--- src/rtl/regfile_write_arbiter_if.sv ---
// regfile_write_arbiter_if: writeback requesters, register-file write port and hazard scoreboard signals
interface regfile_write_arbiter_if #(
    parameter int DATA_W = 32,
    parameter int ADDR_W = 5
);
    logic              a_valid;
    logic              a_ready;
    logic [ADDR_W-1:0] a_addr;
    logic [DATA_W-1:0] a_data;
    logic              b_valid;
    logic              b_ready;
    logic [ADDR_W-1:0] b_addr;
    logic [DATA_W-1:0] b_data;
    logic              rf_we;
    logic [ADDR_W-1:0] rf_waddr;
    logic [DATA_W-1:0] rf_wdata;
    logic              issue_valid;
    logic [ADDR_W-1:0] issue_rd;
    logic [ADDR_W-1:0] rs1_addr;
    logic [ADDR_W-1:0] rs2_addr;
    logic              rs1_busy;
    logic              rs2_busy;
    logic [ADDR_W:0]   pending_cnt;

    modport master (
        output a_valid, a_addr, a_data, b_valid, b_addr, b_data,
        output issue_valid, issue_rd, rs1_addr, rs2_addr,
        input  a_ready, b_ready, rf_we, rf_waddr, rf_wdata,
        input  rs1_busy, rs2_busy, pending_cnt
    );

    modport slave (
        input  a_valid, a_addr, a_data, b_valid, b_addr, b_data,
        input  issue_valid, issue_rd, rs1_addr, rs2_addr,
        output a_ready, b_ready, rf_we, rf_waddr, rf_wdata,
        output rs1_busy, rs2_busy, pending_cnt
    );
endinterface

--- src/rtl/regfile_write_arbiter.sv ---
// regfile_write_arbiter: arbitrates two writeback sources onto one register-file write port and tracks busy registers
module regfile_write_arbiter #(
    parameter int DATA_W     = 32,
    parameter int ADDR_W     = 5,
    parameter int NREG       = 32,
    parameter bit FIXED_PRIO = 1'b0
) (
    input logic                    clk_i,
    input logic                    reset_ni,
    regfile_write_arbiter_if.slave bus
);
    localparam logic [NREG-1:0] ONE = NREG'(1);

    typedef enum logic {GNT_A, GNT_B} grant_e;

    grant_e            last_q, last_d;
    logic              grant_a, grant_b, xfer;
    logic [ADDR_W-1:0] sel_addr;
    logic [DATA_W-1:0] sel_data;
    logic              rf_we_q, rf_we_d;
    logic [ADDR_W-1:0] rf_waddr_q, rf_waddr_d;
    logic [DATA_W-1:0] rf_wdata_q, rf_wdata_d;
    logic [NREG-1:0]   busy_q, busy_d, set_vec, clr_vec;
    logic              set_eff, clr_eff;
    logic [ADDR_W:0]   pending_q, pending_d;

    // Grant: a lone requester always wins; on contention A wins unless round-robin says B is due
    always_comb begin
        grant_a  = bus.a_valid && (!bus.b_valid || FIXED_PRIO || last_q == GNT_B);
        grant_b  = bus.b_valid && !grant_a;
        xfer     = grant_a || grant_b;
        sel_addr = grant_a ? bus.a_addr : bus.b_addr;
        sel_data = grant_a ? bus.a_data : bus.b_data;
        last_d   = grant_a ? GNT_A : grant_b ? GNT_B : last_q;
    end

    // Write stage: x0 writes are accepted but never reach the register file; idle cycles hold address/data
    always_comb begin
        rf_we_d    = xfer && sel_addr != '0;
        rf_waddr_d = xfer ? sel_addr : rf_waddr_q;
        rf_wdata_d = xfer ? sel_data : rf_wdata_q;
    end

    // Scoreboard: clear on the edge the register file stores the data, set on issue; set overrides clear
    always_comb begin
        set_vec   = (bus.issue_valid && bus.issue_rd != '0) ? ONE << bus.issue_rd : '0;
        clr_vec   = rf_we_q ? ONE << rf_waddr_q : '0;
        busy_d    = ((busy_q & ~clr_vec) | set_vec) & ~ONE;
        set_eff   = |(set_vec & ~busy_q);
        clr_eff   = |(clr_vec & busy_q & ~set_vec);
        pending_d = pending_q + {{ADDR_W{1'b0}}, set_eff} - {{ADDR_W{1'b0}}, clr_eff};
    end

    // State registers; reset drops any in-flight write and forgets all pending writers
    always_ff @(posedge clk_i or negedge reset_ni) begin
        if (!reset_ni) begin
            last_q     <= GNT_B;
            rf_we_q    <= 1'b0;
            rf_waddr_q <= '0;
            rf_wdata_q <= '0;
            busy_q     <= '0;
            pending_q  <= '0;
        end else begin
            last_q     <= last_d;
            rf_we_q    <= rf_we_d;
            rf_waddr_q <= rf_waddr_d;
            rf_wdata_q <= rf_wdata_d;
            busy_q     <= busy_d;
            pending_q  <= pending_d;
        end
    end

    assign bus.a_ready     = grant_a;
    assign bus.b_ready     = grant_b;
    assign bus.rf_we       = rf_we_q;
    assign bus.rf_waddr    = rf_waddr_q;
    assign bus.rf_wdata    = rf_wdata_q;
    assign bus.rs1_busy    = busy_q[bus.rs1_addr];
    assign bus.rs2_busy    = busy_q[bus.rs2_addr];
    assign bus.pending_cnt = pending_q;
endmodule
--- src/flat_wrapper.sv ---
// flat-port wrapper written by rule: the top's interface ports become plain ports
module regfile_write_arbiter_flat 
#(
    parameter int DATA_W     = 32,
    parameter int ADDR_W     = 5,
    parameter int NREG       = 32,
    parameter bit FIXED_PRIO = 1'b0
)
  (clk_i, reset_ni, bus_a_valid, bus_a_addr, bus_a_data, bus_b_valid, bus_b_addr, bus_b_data, bus_issue_valid, bus_issue_rd, bus_rs1_addr, bus_rs2_addr, bus_a_ready, bus_b_ready, bus_rf_we, bus_rf_waddr, bus_rf_wdata, bus_rs1_busy, bus_rs2_busy, bus_pending_cnt);
  regfile_write_arbiter_if #(.DATA_W(DATA_W), .ADDR_W(ADDR_W)) bus_i ();
  input logic clk_i;
  input logic reset_ni;
  input wire logic [$bits(bus_i.a_valid)-1:0] bus_a_valid;
  input wire logic [$bits(bus_i.a_addr)-1:0] bus_a_addr;
  input wire logic [$bits(bus_i.a_data)-1:0] bus_a_data;
  input wire logic [$bits(bus_i.b_valid)-1:0] bus_b_valid;
  input wire logic [$bits(bus_i.b_addr)-1:0] bus_b_addr;
  input wire logic [$bits(bus_i.b_data)-1:0] bus_b_data;
  input wire logic [$bits(bus_i.issue_valid)-1:0] bus_issue_valid;
  input wire logic [$bits(bus_i.issue_rd)-1:0] bus_issue_rd;
  input wire logic [$bits(bus_i.rs1_addr)-1:0] bus_rs1_addr;
  input wire logic [$bits(bus_i.rs2_addr)-1:0] bus_rs2_addr;
  output wire logic [$bits(bus_i.a_ready)-1:0] bus_a_ready;
  output wire logic [$bits(bus_i.b_ready)-1:0] bus_b_ready;
  output wire logic [$bits(bus_i.rf_we)-1:0] bus_rf_we;
  output wire logic [$bits(bus_i.rf_waddr)-1:0] bus_rf_waddr;
  output wire logic [$bits(bus_i.rf_wdata)-1:0] bus_rf_wdata;
  output wire logic [$bits(bus_i.rs1_busy)-1:0] bus_rs1_busy;
  output wire logic [$bits(bus_i.rs2_busy)-1:0] bus_rs2_busy;
  output wire logic [$bits(bus_i.pending_cnt)-1:0] bus_pending_cnt;
  assign bus_i.a_valid = bus_a_valid;
  assign bus_i.a_addr = bus_a_addr;
  assign bus_i.a_data = bus_a_data;
  assign bus_i.b_valid = bus_b_valid;
  assign bus_i.b_addr = bus_b_addr;
  assign bus_i.b_data = bus_b_data;
  assign bus_i.issue_valid = bus_issue_valid;
  assign bus_i.issue_rd = bus_issue_rd;
  assign bus_i.rs1_addr = bus_rs1_addr;
  assign bus_i.rs2_addr = bus_rs2_addr;
  assign bus_a_ready = bus_i.a_ready;
  assign bus_b_ready = bus_i.b_ready;
  assign bus_rf_we = bus_i.rf_we;
  assign bus_rf_waddr = bus_i.rf_waddr;
  assign bus_rf_wdata = bus_i.rf_wdata;
  assign bus_rs1_busy = bus_i.rs1_busy;
  assign bus_rs2_busy = bus_i.rs2_busy;
  assign bus_pending_cnt = bus_i.pending_cnt;
  regfile_write_arbiter #(.DATA_W(DATA_W), .ADDR_W(ADDR_W), .NREG(NREG), .FIXED_PRIO(FIXED_PRIO)) u_core (.clk_i(clk_i), .reset_ni(reset_ni), .bus(bus_i));
endmodule
--- config.mk ---
export PLATFORM = sky130hd
export DESIGN_NAME = regfile_write_arbiter_flat
export DESIGN_NICKNAME = d
export VERILOG_FILES = /design/src/rtl/regfile_write_arbiter_if.sv /design/src/rtl/regfile_write_arbiter.sv /design/src/flat_wrapper.sv
export SDC_FILE = /design/constraint.sdc
export NUM_CORES = 1
export LEC_CHECK = 0
export ABC_AREA = 1
export BUFFER_PORTS_ARGS = -buffer_cell sky130_fd_sc_hd__buf_2
export CELL_PAD_IN_SITES_DETAIL_PLACEMENT = 1
export CELL_PAD_IN_SITES_GLOBAL_PLACEMENT = 1
export CORE_UTILIZATION = 36
export CTS_CLUSTER_SIZE = 40
export DETAILED_ROUTE_END_ITERATION = 10
export PLACE_DENSITY_LB_ADDON = 0.1
export SLEW_MARGIN = 20
export SYNTH_ARGS = -nofsm -noshare
export SYNTH_HDL_FRONTEND = slang
export SYNTH_SLANG_ARGS = --single-unit
--- constraint.sdc ---
create_clock -name clk_i -period 3.07 [get_ports clk_i]
set_input_delay 0.614 -clock clk_i [delete_from_list [all_inputs] [get_ports clk_i]]
set_output_delay 0.614 -clock clk_i [all_outputs]
set_load 0.005 [all_outputs]
# After elaboration in Yosys (flattened, before gate mapping)
# Cells that the tools add are included.
[word_totals]
regBits = 76
out_inout_bits = 48
elab_cells = 43
[classes]
n_addsub = 2
n_lt_le_gt_ge = 2
shift = 2
mux = 10
n_bitwise = 8
n_reduce_logical = 13
[op_table]
columns = ["operator", "n"]
rows = [
  ["32-bit bitwise AND", 4],
  ["32-bit 2-to-1 mux", 3],
  ["32-bit inverter", 3],
  ["32-bit OR reduction", 2],
  ["1-bit by 5-bit left shift with 32-bit output (first input constant)", 2],
  ["32-bit OR", 1],
  ["5-bit by 6-bit < comparator with 1-bit output (second input constant)", 2],
  ["1-bit binary-select mux with 5-bit select", 2],
  ["5-bit nonzero test", 2],
  ["6-bit by 1-bit adder with 6-bit output", 1],
  ["6-bit by 1-bit subtractor with 6-bit output", 1],
  ["5-bit 2-to-1 mux", 1],
  ["1-bit logical AND", 4],
  ["1-bit 2-to-1 mux", 4],
  ["1-bit zero test", 2],
  ["1-bit logical OR", 2],
  ["2-bit nonzero test", 1],
]

# Longest topological paths before layout
# Gate-level depths: netlist of run 1.
[depth]
ltp_word = 7
mapped_depth = 21
mapped_depth_nobuf = 20

# Worst setup path after synthesis of run 1
# Ideal clock, no wire load.
[synth_path]
path_type = "input-to-reg"
start = "input bus_issue_rd[2]"
end = "register u_core.pending_q[4] (netlist: u_core.bus.pending_cnt[4])"
arrival_ns = 2.759
t_required_ns = 2.948
slack_ns = 0.189
path_stages = 16
n_path_buf = 1
cell_sequence = "buf_2 -> nor3_1 -> nand2_1 -> nand3_1 -> nand2_1 -> nor2_1 -> nand2_1 -> nor2_1 -> nand2_1 -> ha_1 -> inv_1 -> ha_1 -> fa_1 -> nand3_1 -> nand2_1 -> xor2_1"
[synth_between]
elab_chain_cells = 7
elab_cells_between_ends = 11
[synth_rtl]
columns = ["element", "line_no", "rtl"]
rows = [
  ["start: declaration", "flat_wrapper.sv:20", "input wire logic [$bits(bus_i.issue_rd)-1:0] bus_issue_rd;"],
  ["5-bit nonzero test", "regfile_write_arbiter.sv:46", "set_vec = (bus.issue_valid && bus.issue_rd != '0) ? ONE << bus.issue_rd : '0;"],
  ["1-bit logical AND", "regfile_write_arbiter.sv:46", ""],
  ["32-bit 2-to-1 mux (*)", "regfile_write_arbiter.sv:46", ""],
  ["32-bit bitwise AND / 32-bit inverter (equally long branches)", "regfile_write_arbiter.sv:49, regfile_write_arbiter.sv:50", ""],
  ["32-bit OR reduction / 32-bit bitwise AND (equally long branches)", "regfile_write_arbiter.sv:49, regfile_write_arbiter.sv:50", ""],
  ["6-bit by 1-bit adder with 6-bit output / 32-bit OR reduction (equally long branches)", "regfile_write_arbiter.sv:51, regfile_write_arbiter.sv:50", ""],
  ["6-bit by 1-bit subtractor with 6-bit output (*)", "regfile_write_arbiter.sv:51", "pending_d = pending_q + {{ADDR_W{1'b0}}, set_eff} - {{ADDR_W{1'b0}}, clr_eff};"],
  ["net u_core.pending_d[4]", "regfile_write_arbiter.sv:25", "logic [ADDR_W:0] pending_q, pending_d;"],
  ["end signal: assignment", "regfile_write_arbiter.sv:69", "pending_q <= pending_d;"],
  ["end: declaration", "regfile_write_arbiter.sv:25", ""],
]
# The timed path passes the listed nets; every way through them passes the cells marked *.
# A chain may end at the register's enable or synchronous reset.

# Final worst setup path of run 1
# Ends and elaborated chain as after synthesis.

==> results.md, run 1 <==
- Outcome: completed
- Combinational share of power: 32.8%
- Kind of critical path: in -> reg
- Simple-gate share of the synthesized area: 39.0%
- EDFF count, synth: 0
- Worst hold path type: in -> async
- Synth top area share: 39.0%
- Cell count after placement: 1059
- Final Hold Fails: 0
- Switching Fraction: 38.9%
- Ports: 142
- CP Cell Sequence: buf_2, nand3_1, nor2_1, nand2_1, nand3_1, nand2_1, nor2_2, nand2_1, nor2_1, nand2_1, ha_1, inv_1, ha_1, fa_2, nand3_1, nand2_1, xor2_1
- Hpwl dp: 14.0 mm
- Area Growth Syn to Fin: 33.5%
- 1st-iter DRT viols: 296
- Tcrit/Tclk final: 98.2%
- Int Pwr: 2.60 mW
- Design Area, Final: 6420 um2
- Largest family of logic cells by synthesized area: simple AND/OR/NAND/NOR gates
- Routed vias: 5630
- Antenna diode count: 0
- CTS buffer count: 9
- CP Max Fanout: 11
- CTS max path bufs: 2
- Achievable clock frequency: 0.332 GHz
- Vias per Instance: 5.23
- Period minus WS final: 3010 ps
- Worst setup EP type: flop
- Wire per inst: 17.1 um
- Pin count of the biggest net entering global routing: 77
- Fraction of the mapped netlist area in adder cells: 1.98%
- Final #Nets: 1000
- Max cap viols: 0
- Gpl congestion: 0.893
- Initial antenna violation count: 0
- Fin cells: 1076
- Starting Density: 37.5%
- # clock sinks: 76
- Die ar.: 13800 um2
- Worst skew pair latency: 360 ps
- Synth unique cells: 27
- Die width: 118 um
- Peak supply drop: 0.257 mV
- DRT Pass-1 Iters: 5
- Clock root cell: clkbuf_16
- Synth Flop Type: dfrtp_1
- Cell Area, Synth: 4810 um2
- P_sw: 1.66 mW
- CP top delay family: simple AND/OR/NAND/NOR gates
- Pre-CTS setup slack: -321 ps
- FF+latch count, synth: 76
- Slowest cell on the critical path: fa_2
- GRT Total Usage: 27.1%
- Vias in the first global route: 5809
- Critical Path AT: 3250 ps
- Max Slew Vio Count: 0
- Pwr dens: 664 nW/um2
- Power consumption: 4.26 mW
- Unrepaired setup endpoints after global routing: yes
- Setup WS post-layout: 56.2 ps
- XOR/XNOR Fraction of Synth Area: 0.910%
- Post-synth top cells: nand2_1, nand3_1, nor2_1, dfrtp_1
- Vert. Die Dim: 118 um
- Fraction of layout cells with a size suffix above 1: 25.8%
- Post-DRT Antenna Nets: 0
- H-tree Lvls: 3
- Clk pwr share: 27.8%
- Slowest stage delay, CP: 400 ps
- Mux share of post-synthesis cell area: 0.416%
- Worst endpoint required time: 3310 ps
- Worst setup SP type: primary input
- Largest cells by area after synthesis: dfrtp_1, nand2_1, nand3_1
- Post-Syn Instances: 720
- Fraction of registers with async set or reset after synthesis: 100%
- Synth area leader: dfrtp_1
- Flop2flop setup slack: 160 ps
- Core ar.: 12800 um2
- Final Setup Violations: 0
- Synth Area in Compound Gates: 10.6%
- CTS tree: done
- Placed Area: 6020 um2
- GR Overflow Total: 0
- Syn nets: 821
- Most common cell in the netlist: nand2_1
- Worst Tran Pin Value: 733 ps
- Buffers plus inverters on the worst setup path: 2
- Setup TNS: 0 ps
- Clock skew: 10.8 ps
- Mapped Avg Cell Area: 6.69 um2
- Max_slew headroom: 51.1%
- Clock slew at reported path FFs: 70 ps
- IO Port Bufs: 141
- Yosys warns: 0
- First-pass GRT wire length: 29.6 mm
- FP Rows: 41
- Sequential power share: 39.5%
- Final core utilization: 50.1%
- Hold Slack: 301 ps
- Leak Pwr: 3.34 nW
- WL final: 18.4 mm
- Part of the Yosys area used for sequential elements: 39.5%
- DR DRC count: 0
- Critical path's most frequent cell: nand2_1
[power by group through the flow]
stage | sequential, mW | combinational, mW | clock, mW
finish | 1.68 | 1.40 | 1.18
global placement | 1.67 | 1.28 | 0
CTS | 1.68 | 1.40 | 1.19
floorplan | 1.55 | 0.825 | 0
detailed placement | 1.69 | 1.37 | 0
global route | 1.72 | 1.56 | 1.23
[metal layers]
layer | GRT usage, % | vias to the layer above | wire length (um) | share of wire (%)
li1 | - | 2698 | - | -
met1 | 32.1 | 2724 | 7780 | 42
met2 | 47.1 | 177 | 9050 | 49
met3 | 6.35 | 31 | 1090 | 5.9
met4 | 10.7 | 0 | 465 | 2.5
met5 | 0 | - | 0 | 0
[placed cells by master, fill, tap and decap left out, drive strengths merged]
cell type	netlist	final
nand2	239	239
nand3	106	106
o211ai	10	10
clkbuf	11	13
clkinvlp	0	1
mux2i	2	2
nor3	7	7
ha	6	6
a21oi	18	18
dfrtp	75	75
nand4	10	10
o22ai	3	3
inv	56	56
o21bai	2	2
a31oi	1	1
fa	1	1
buf	19	198
o21ai	59	59
dfstp	1	1
nor2	88	88
bufinv	0	2
and3	1	1
xor2	5	5
[final cells by class]
class,count,area (um2)
clock inverter,3,68.8
sequential,76,1900
fill,1733,6400
clock buffer,13,250
multi-input combinational,558,2620
inverter,56,216
tap,172,215
timing repair buffer,198,1150
[worst register-to-register path, cell delays in order, from the launching register on]
cell and delay, ps:
dfrtp_1 520, inv_1 170, nand3_1 170, nor2_1 70, nand3_1 90, nand2_1 100
nor2_2 140, nand2_1 80, nor2_1 110, nand2_1 90, ha_1 280, inv_1 40
ha_1 210, fa_2 400, nand3_1 110, nand2_1 70, xor2_1 140
[cells by family (layout without fill, tap and decap cells)]
family                   count (synthesis)  in the layout
AND/OR/NAND/NOR                        451            451
AO/OA/AOI/OAI                           93             93
buffers and inverters                   86            270
flip-flops                              76             76
adder cells (fa/ha/maj)                  7              7
XOR/XNOR                                 5              5
multiplexers                             2              2
[timing repair]
action                     in CTS  in global routing
resized for setup               3                 18
hold buffers                    0                  0
setup endpoints to repair       1                  3
buffers inserted                0                  1
pin swaps                       0                  1
[flip-flops by register name (all words and copies together) (netlist names)]
name,count
u_core.bus.pending_cnt,6
u_core.busy_q,31
u_core.bus.rf_wdata,32
u_core.last_q,1
u_core.bus.rf_waddr,5
u_core.bus.rf_we,1
[final timing paths]
check	start	end	cells after the start
worst max-delay path	bus_issue_rd[2]	u_core.bus.pending_cnt[4]$_DFF_PN0_	17
worst min register to register	u_core.bus.rf_wdata[12]$_DFFE_PN0P_	u_core.bus.rf_wdata[12]$_DFFE_PN0P_	2
min in group clk_i	bus_a_data[18]	u_core.bus.rf_wdata[18]$_DFFE_PN0P_	3
worst max register to register	u_core.bus.rf_waddr[1]$_DFFE_PN0P_	u_core.bus.pending_cnt[4]$_DFF_PN0_	16
max in group asynchronous	reset_ni	u_core.bus.rf_wdata[19]$_DFFE_PN0P_	1
worst min-delay path	reset_ni	u_core.busy_q[28]$_DFF_PN0_	1
No activity file was read; power rests on OpenSTA's default activity.
==> inputs of run 2 (changes only) <==
CORE_UTILIZATION = 33   (was 36)
clock period = 2.53 ns   (was 3.07 ns; I/O delays follow)
==> results.md, run 2 (synthesized netlist as in run 1, its figures left out) <==
- Outcome: complete, but fails checks
- Failing checks: setup timing
- Max_slew headroom: 57.8%
- Worst r2r src: u_core.bus.rf_waddr[0]$_DFFE_PN0P_
- WL final: 19.9 mm
- Gpl congestion: 0.951
- Die width: 123 um
- Commonest non-fill, non-tap cell in the layout: nand2_1
- Switching Fraction: 39.8%
- Period minus WS final: 2700 ps
- Sequential power share: 36.5%
- Area Growth Syn to Fin: 48.4%
- Tcrit/Tclk final: 107%
- Die ar.: 15100 um2
- Worst Tran Pin Value: 633 ps
- Fraction of layout cells with a size suffix above 1: 36.4%
- Hold Slack: 156 ps
- CTS max path bufs: 2
- IO Port Bufs: 141
- Starting Density: 34.3%
- Worst skew pair latency: 350 ps
- Setup WS post-layout: -170 ps
- Ports: 142
- Critical path origin: u_core.bus.rf_waddr[0]$_DFFE_PN0P_
- Vias in the first global route: 6240
- CP top delay family: simple AND/OR/NAND/NOR gates
- Critical path's most frequent cell: buf_6
- Worst hold path type: in -> async
- Unrepaired setup endpoints after global routing: yes
- Routed vias: 5880
- Initial antenna violation count: 0
- Critical Path AT: 2930 ps
- Post-DRT Antenna Nets: 0
- Clock skew: 6.33 ps
- Vert. Die Dim: 123 um
- CP Cell Sequence: buf_6, buf_6, nand4_1, nor2_2, nand3_1, nand2_1, nor2_1, nand2_1, nor2_2, nand2_2, ha_4, inv_2, ha_4, fa_2, buf_6, xor2_1
- Hpwl dp: 15.3 mm
- Pin count of the biggest net entering global routing: 45
- GRT Total Usage: 27.9%
- Int Pwr: 3.29 mW
- Max cap viols: 0
- Clock slew at reported path FFs: 60 ps
- Combinational share of power: 38.8%
- Achievable clock frequency: 0.370 GHz
- Slowest stage delay, CP: 440 ps
- Worst setup SP type: flop
- Vias per Instance: 5.15
- Kind of critical path: reg -> reg
- CP Max Fanout: 4
- DRT Pass-1 Iters: 4
- Buffers plus inverters on the worst setup path: 4
- FP Rows: 43
- CTS buffer count: 9
- Clock root cell: clkbuf_16
- Slowest cell on the critical path: dfrtp_2
- Hold buffer count at cts: 0
- Max Slew Vio Count: 0
- Clk pwr share: 24.7%
- Wire per inst: 17.4 um
- # clock sinks: 76
- Core ar.: 14000 um2
- Final #Nets: 1058
- Design Area, Final: 7140 um2
- Final Hold Fails: 0
- First-pass GRT wire length: 32.0 mm
- H-tree Lvls: 3
- 1st-iter DRT viols: 209
- CTS tree: done
- GR Overflow Total: 0
- Pwr dens: 764 nW/um2
- Max reg flops: 32
- P_sw: 2.17 mW
- Leak Pwr: 3.67 nW
- Commonest cells after routing, fill and taps aside: nand2_1, buf_2, buf_4, nand3_1, dfrtp_1
- Final Setup Violations: 6
- Peak supply drop: 0.342 mV
- Worst setup EP type: flop
- Placed Area: 6340 um2
- DR DRC count: 0
- Worst endpoint required time: 2760 ps
- Antenna diode count: 0
-- run 2: changes by cell type in the layout (fill, tap and decap cells not counted), sizes merged --
cell and change:
buf +57, clkinv +4, clkbuf -2, bufinv -1, clkinvlp +1, inv -1
-- run 2: metal layers --
layer	part of all wire [%]	wire, um	vias up	GRT usage, %
li1	-	-	2818	-
met1	43	8630	2853	35.0
met5	0	0	-	0
met2	50	9910	176	48.2
met3	4.5	889	33	4.04
met4	2.5	488	0	10.3
-- run 2: final timing paths --
path                                                        to  slack (ps)  depth (start not counted)
setup / recovery           u_core.bus.pending_cnt[2]$_DFF_PN0_        -170                         16
setup reg to reg           u_core.bus.pending_cnt[2]$_DFF_PN0_        -170                         16
min in group clk_i          u_core.bus.rf_wdata[1]$_DFFE_PN0P_         370                          3
hold reg to reg            u_core.bus.rf_wdata[11]$_DFFE_PN0P_         480                          2
max in group asynchronous   u_core.bus.rf_waddr[0]$_DFFE_PN0P_        1720                          2
hold / removal                      u_core.busy_q[3]$_DFF_PN0_         160                          1
-- run 2: stage by stage --
stage | setup TNS (ps) | worst slack (ps) | power [mW] | utilization, % | std cells
2_1_floorplan | 0 | 0.498 | 2.90 | - | 720
3_3_place_gp | -2700 | -620 | 3.72 | 45.2 | 1100
3_5_place_dp | -3210 | -704 | 3.84 | 45.2 | 1100
4_1_cts | -660 | -200 | 5.32 | 49.6 | 1140
5_1_grt | -1180 | -307 | 5.82 | 50.9 | 1142
6_report | -534 | -170 | 5.46 | 50.9 | 1142
-- run 2: final cells by class --
cell class                 instances  area (um2)
clock buffer                      10         239
clock inverter                     6        62.6
fill                            1882        6900
inverter                          56         225
multi-input combinational        558        2830
sequential                        76        1910
tap                              180         225
timing repair buffer             256        1660
-- run 2: power by group through the flow --
stage          registers (mW)  clock network (mW)  logic, mW
3_5_place_dp             1.99                   0       1.85
4_1_cts                  1.98                1.36       1.98
6_report                 1.99                1.35       2.12
3_3_place_gp             1.97                   0       1.76
5_1_grt                  2.04                1.42       2.37
2_1_floorplan            1.88                   0       1.01
-- run 2: worst register-to-register path, delay by kind of cell (launching register included) --
| family | cells | cell delay [ps] |
|---|---|---|
| xor gates and xnor gates | 1 | 130 |
| adders and majority gates | 3 | 800 |
| buffers and inverters | 4 | 400 |
| DFF | 1 | 440 |
| and+or+nand+nor | 8 | 820 |
-- run 2: repair_timing --
item	4_1_cts	5_1_grt
setup buffers	24	2
pin swaps	22	13
resized for setup	43	48
setup endpoints to repair	5	7
==> inputs of run 3 (changes only) <==
ABC_AREA = default   (was 1)
CORE_UTILIZATION = 35   (was 33)
==> results.md, run 3 <==
- Hold buffer count at cts: 0
- Failing checks: setup timing
- CTS buffer count: 9
- Tcrit/Tclk final: 131%
- Kind of critical path: reg -> reg
- Pwr dens: 814 nW/um2
- Part of the Yosys area used for sequential elements: 39.4%
- CTS tree: done
- Most common cell in the netlist: dfrtp_1
- Period minus WS final: 3330 ps
- Die width: 119 um
- Initial antenna violation count: 0
- Commonest cells after routing, fill and taps aside: buf_2, buf_4, dfrtp_1, nand2_1, o21ai_0
- FP Rows: 42
- GRT Total Usage: 27.5%
- Vias in the first global route: 5663
- Max cap viols: 0
- Antenna diode count: 0
- GR Overflow Total: 0
- Cell Area, Synth: 4830 um2
- Starting Density: 36.2%
- Clock root cell: clkbuf_16
- CTS max path bufs: 2
- Post-Syn Instances: 505
- Yosys warns: 0
- CP Max Fanout: 9
- DRT Pass-1 Iters: 4
- Outcome: complete, but fails checks
- Synth unique cells: 56
- Unrepaired setup endpoints after global routing: yes
- Post-synth top cells: dfrtp_1, nand2_1, o21ai_0, a21oi_1, nor2_1
- Gpl congestion: 0.918
- Synth Flop Type: dfrtp_1
- Core ar.: 13300 um2
- Clock skew: 6.56 ps
- # clock sinks: 76
- 1st-iter DRT viols: 278
- Max_slew headroom: 62.9%
- Max Slew Vio Count: 0
- Worst setup EP type: flop
- Simple-gate share of the synthesized area: 18.4%
- Largest family of logic cells by synthesized area: simple AND/OR/NAND/NOR gates
- Area Growth Syn to Fin: 50.3%
- Leak Pwr: 3.32 nW
- XOR/XNOR Fraction of Synth Area: 0.907%
- DR DRC count: 0
- Synth top area share: 38.9%
- Final Hold Fails: 0
- Pre-CTS setup slack: -1500 ps
- Pin count of the biggest net entering global routing: 45
- Fraction of the mapped netlist area in adder cells: 1.97%
- Post-DRT Antenna Nets: 0
- Wire per inst: 20.4 um
- Fraction of registers with async set or reset after synthesis: 100%
- Final core utilization: 54.4%
- Largest cells by area after synthesis: dfrtp_1, mux2i_1, mux4_2
- Hpwl dp: 14.6 mm
- Max reg flops: 32
- Setup WS post-layout: -796 ps
- Synth Area in Compound Gates: 17.1%
- FF+latch count, synth: 76
- Mux share of post-synthesis cell area: 16.9%
- Power consumption: 5.91 mW
- Worst setup SP type: flop
- Hold Slack: 123 ps
- Worst skew pair latency: 340 ps
- Worst Tran Pin Value: 549 ps
- IO Port Bufs: 141
- Worst hold path type: in -> async
- EDFF count, synth: 0
- Commonest non-fill, non-tap cell in the layout: buf_2
- Syn nets: 606
- Vias per Instance: 5.54
- First-pass GRT wire length: 29.9 mm
- Vert. Die Dim: 119 um
- Final Setup Violations: 6
- Routed vias: 5178
- Worst endpoint required time: 2790 ps
- Peak supply drop: 0.306 mV
- Clock slew at reported path FFs: 60 ps
- WL final: 19.0 mm
- Achievable clock frequency: 0.301 GHz
- Critical Path AT: 3590 ps
- Mapped Avg Cell Area: 9.56 um2
- Final #Nets: 854
- Ports: 142
- Fraction of layout cells with a size suffix above 1: 48.8%
- Die ar.: 14300 um2
- Synth area leader: dfrtp_1
- H-tree Lvls: 3
-- run 3: cell type report --
type | instances | area, um2
fill | 1549 | 6090
clock inverter | 2 | 10.0
sequential | 76 | 1910
inverter | 11 | 41.3
tap | 176 | 220
clock buffer | 14 | 264
multi-input combinational | 372 | 2930
timing repair buffer | 283 | 1890
-- run 3: worst max-delay path, cell delays in order, from the launching register on --
cell and delay (ps):
dfrtp_2 460, and4b_2 290, o2111ai_2 100, nand4_1 110
or4_1 550, or4_4 460, ha_4 280, inv_2 30
ha_4 150, fa_2 350, a21oi_2 120, nor2_1 50
nor2_1 140, xnor2_1 140
-- run 3: repair_timing --
item | CTS | global route
gates resized for setup | 61 | 13
pin swaps | 16 | 7
setup buffers | 19 | 7
endpoints found under the setup margin | 8 | 8
-- run 3: kinds of logic (layout without fill, tap and decap cells) --
family	count (synthesis)	after routing
XOR/XNOR	5	5
flip-flops	76	76
AND/OR/NAND/NOR	164	164
adder cells (fa/ha/maj)	7	7
buffers and inverters	57	310
multiplexers	62	62
AO/OA/AOI/OAI	134	134
-- run 3: report_power, final --
group / switching, mW / total [mW] / internal, mW
Sequential: 0.314 / 1.92 / 1.61
Combinational: 1.34 / 2.77 / 1.43
Clock: 0.498 / 1.21 / 0.716
-- run 3: final timing paths --
check	cells past startpoint	from	endpoint	slack, ps
hold / removal	1	reset_ni	u_core.busy_q[25]$_DFF_PN0_	120
setup reg to reg	13	u_core.bus.rf_waddr[4]$_DFFE_PN0P_	u_core.bus.pending_cnt[4]$_DFF_PN0_	-800
setup / recovery	13	u_core.bus.rf_waddr[4]$_DFFE_PN0P_	u_core.bus.pending_cnt[4]$_DFF_PN0_	-800
max in group asynchronous	2	reset_ni	u_core.bus.rf_wdata[21]$_DFFE_PN0P_	1860
min in group clk_i	2	bus_a_valid	u_core.last_q$_DFFE_PN1P_	370
hold reg to reg	2	u_core.last_q$_DFFE_PN1P_	u_core.last_q$_DFFE_PN1P_	530
-- run 3: through the flow --
step                instances  TNS, ps  area (um2)
finish                    934    -3410        7260
global route              934    -3950        7260
CTS                       930    -3210        7170
detailed placement        896    -7500        6490
global placement          896    -7010        6490
floorplan                 505    -3830        4850
-- run 3: per-layer routing --
metal / up-vias / global-route usage [%] / part of all wire, %
li1: 2381 / - / -
met1: 2579 / 33.0 / 40
met2: 178 / 47.1 / 50
met4: 0 / 12.7 / 3.1
met3: 40 / 5.65 / 6.7
met5: - / 0 / 0
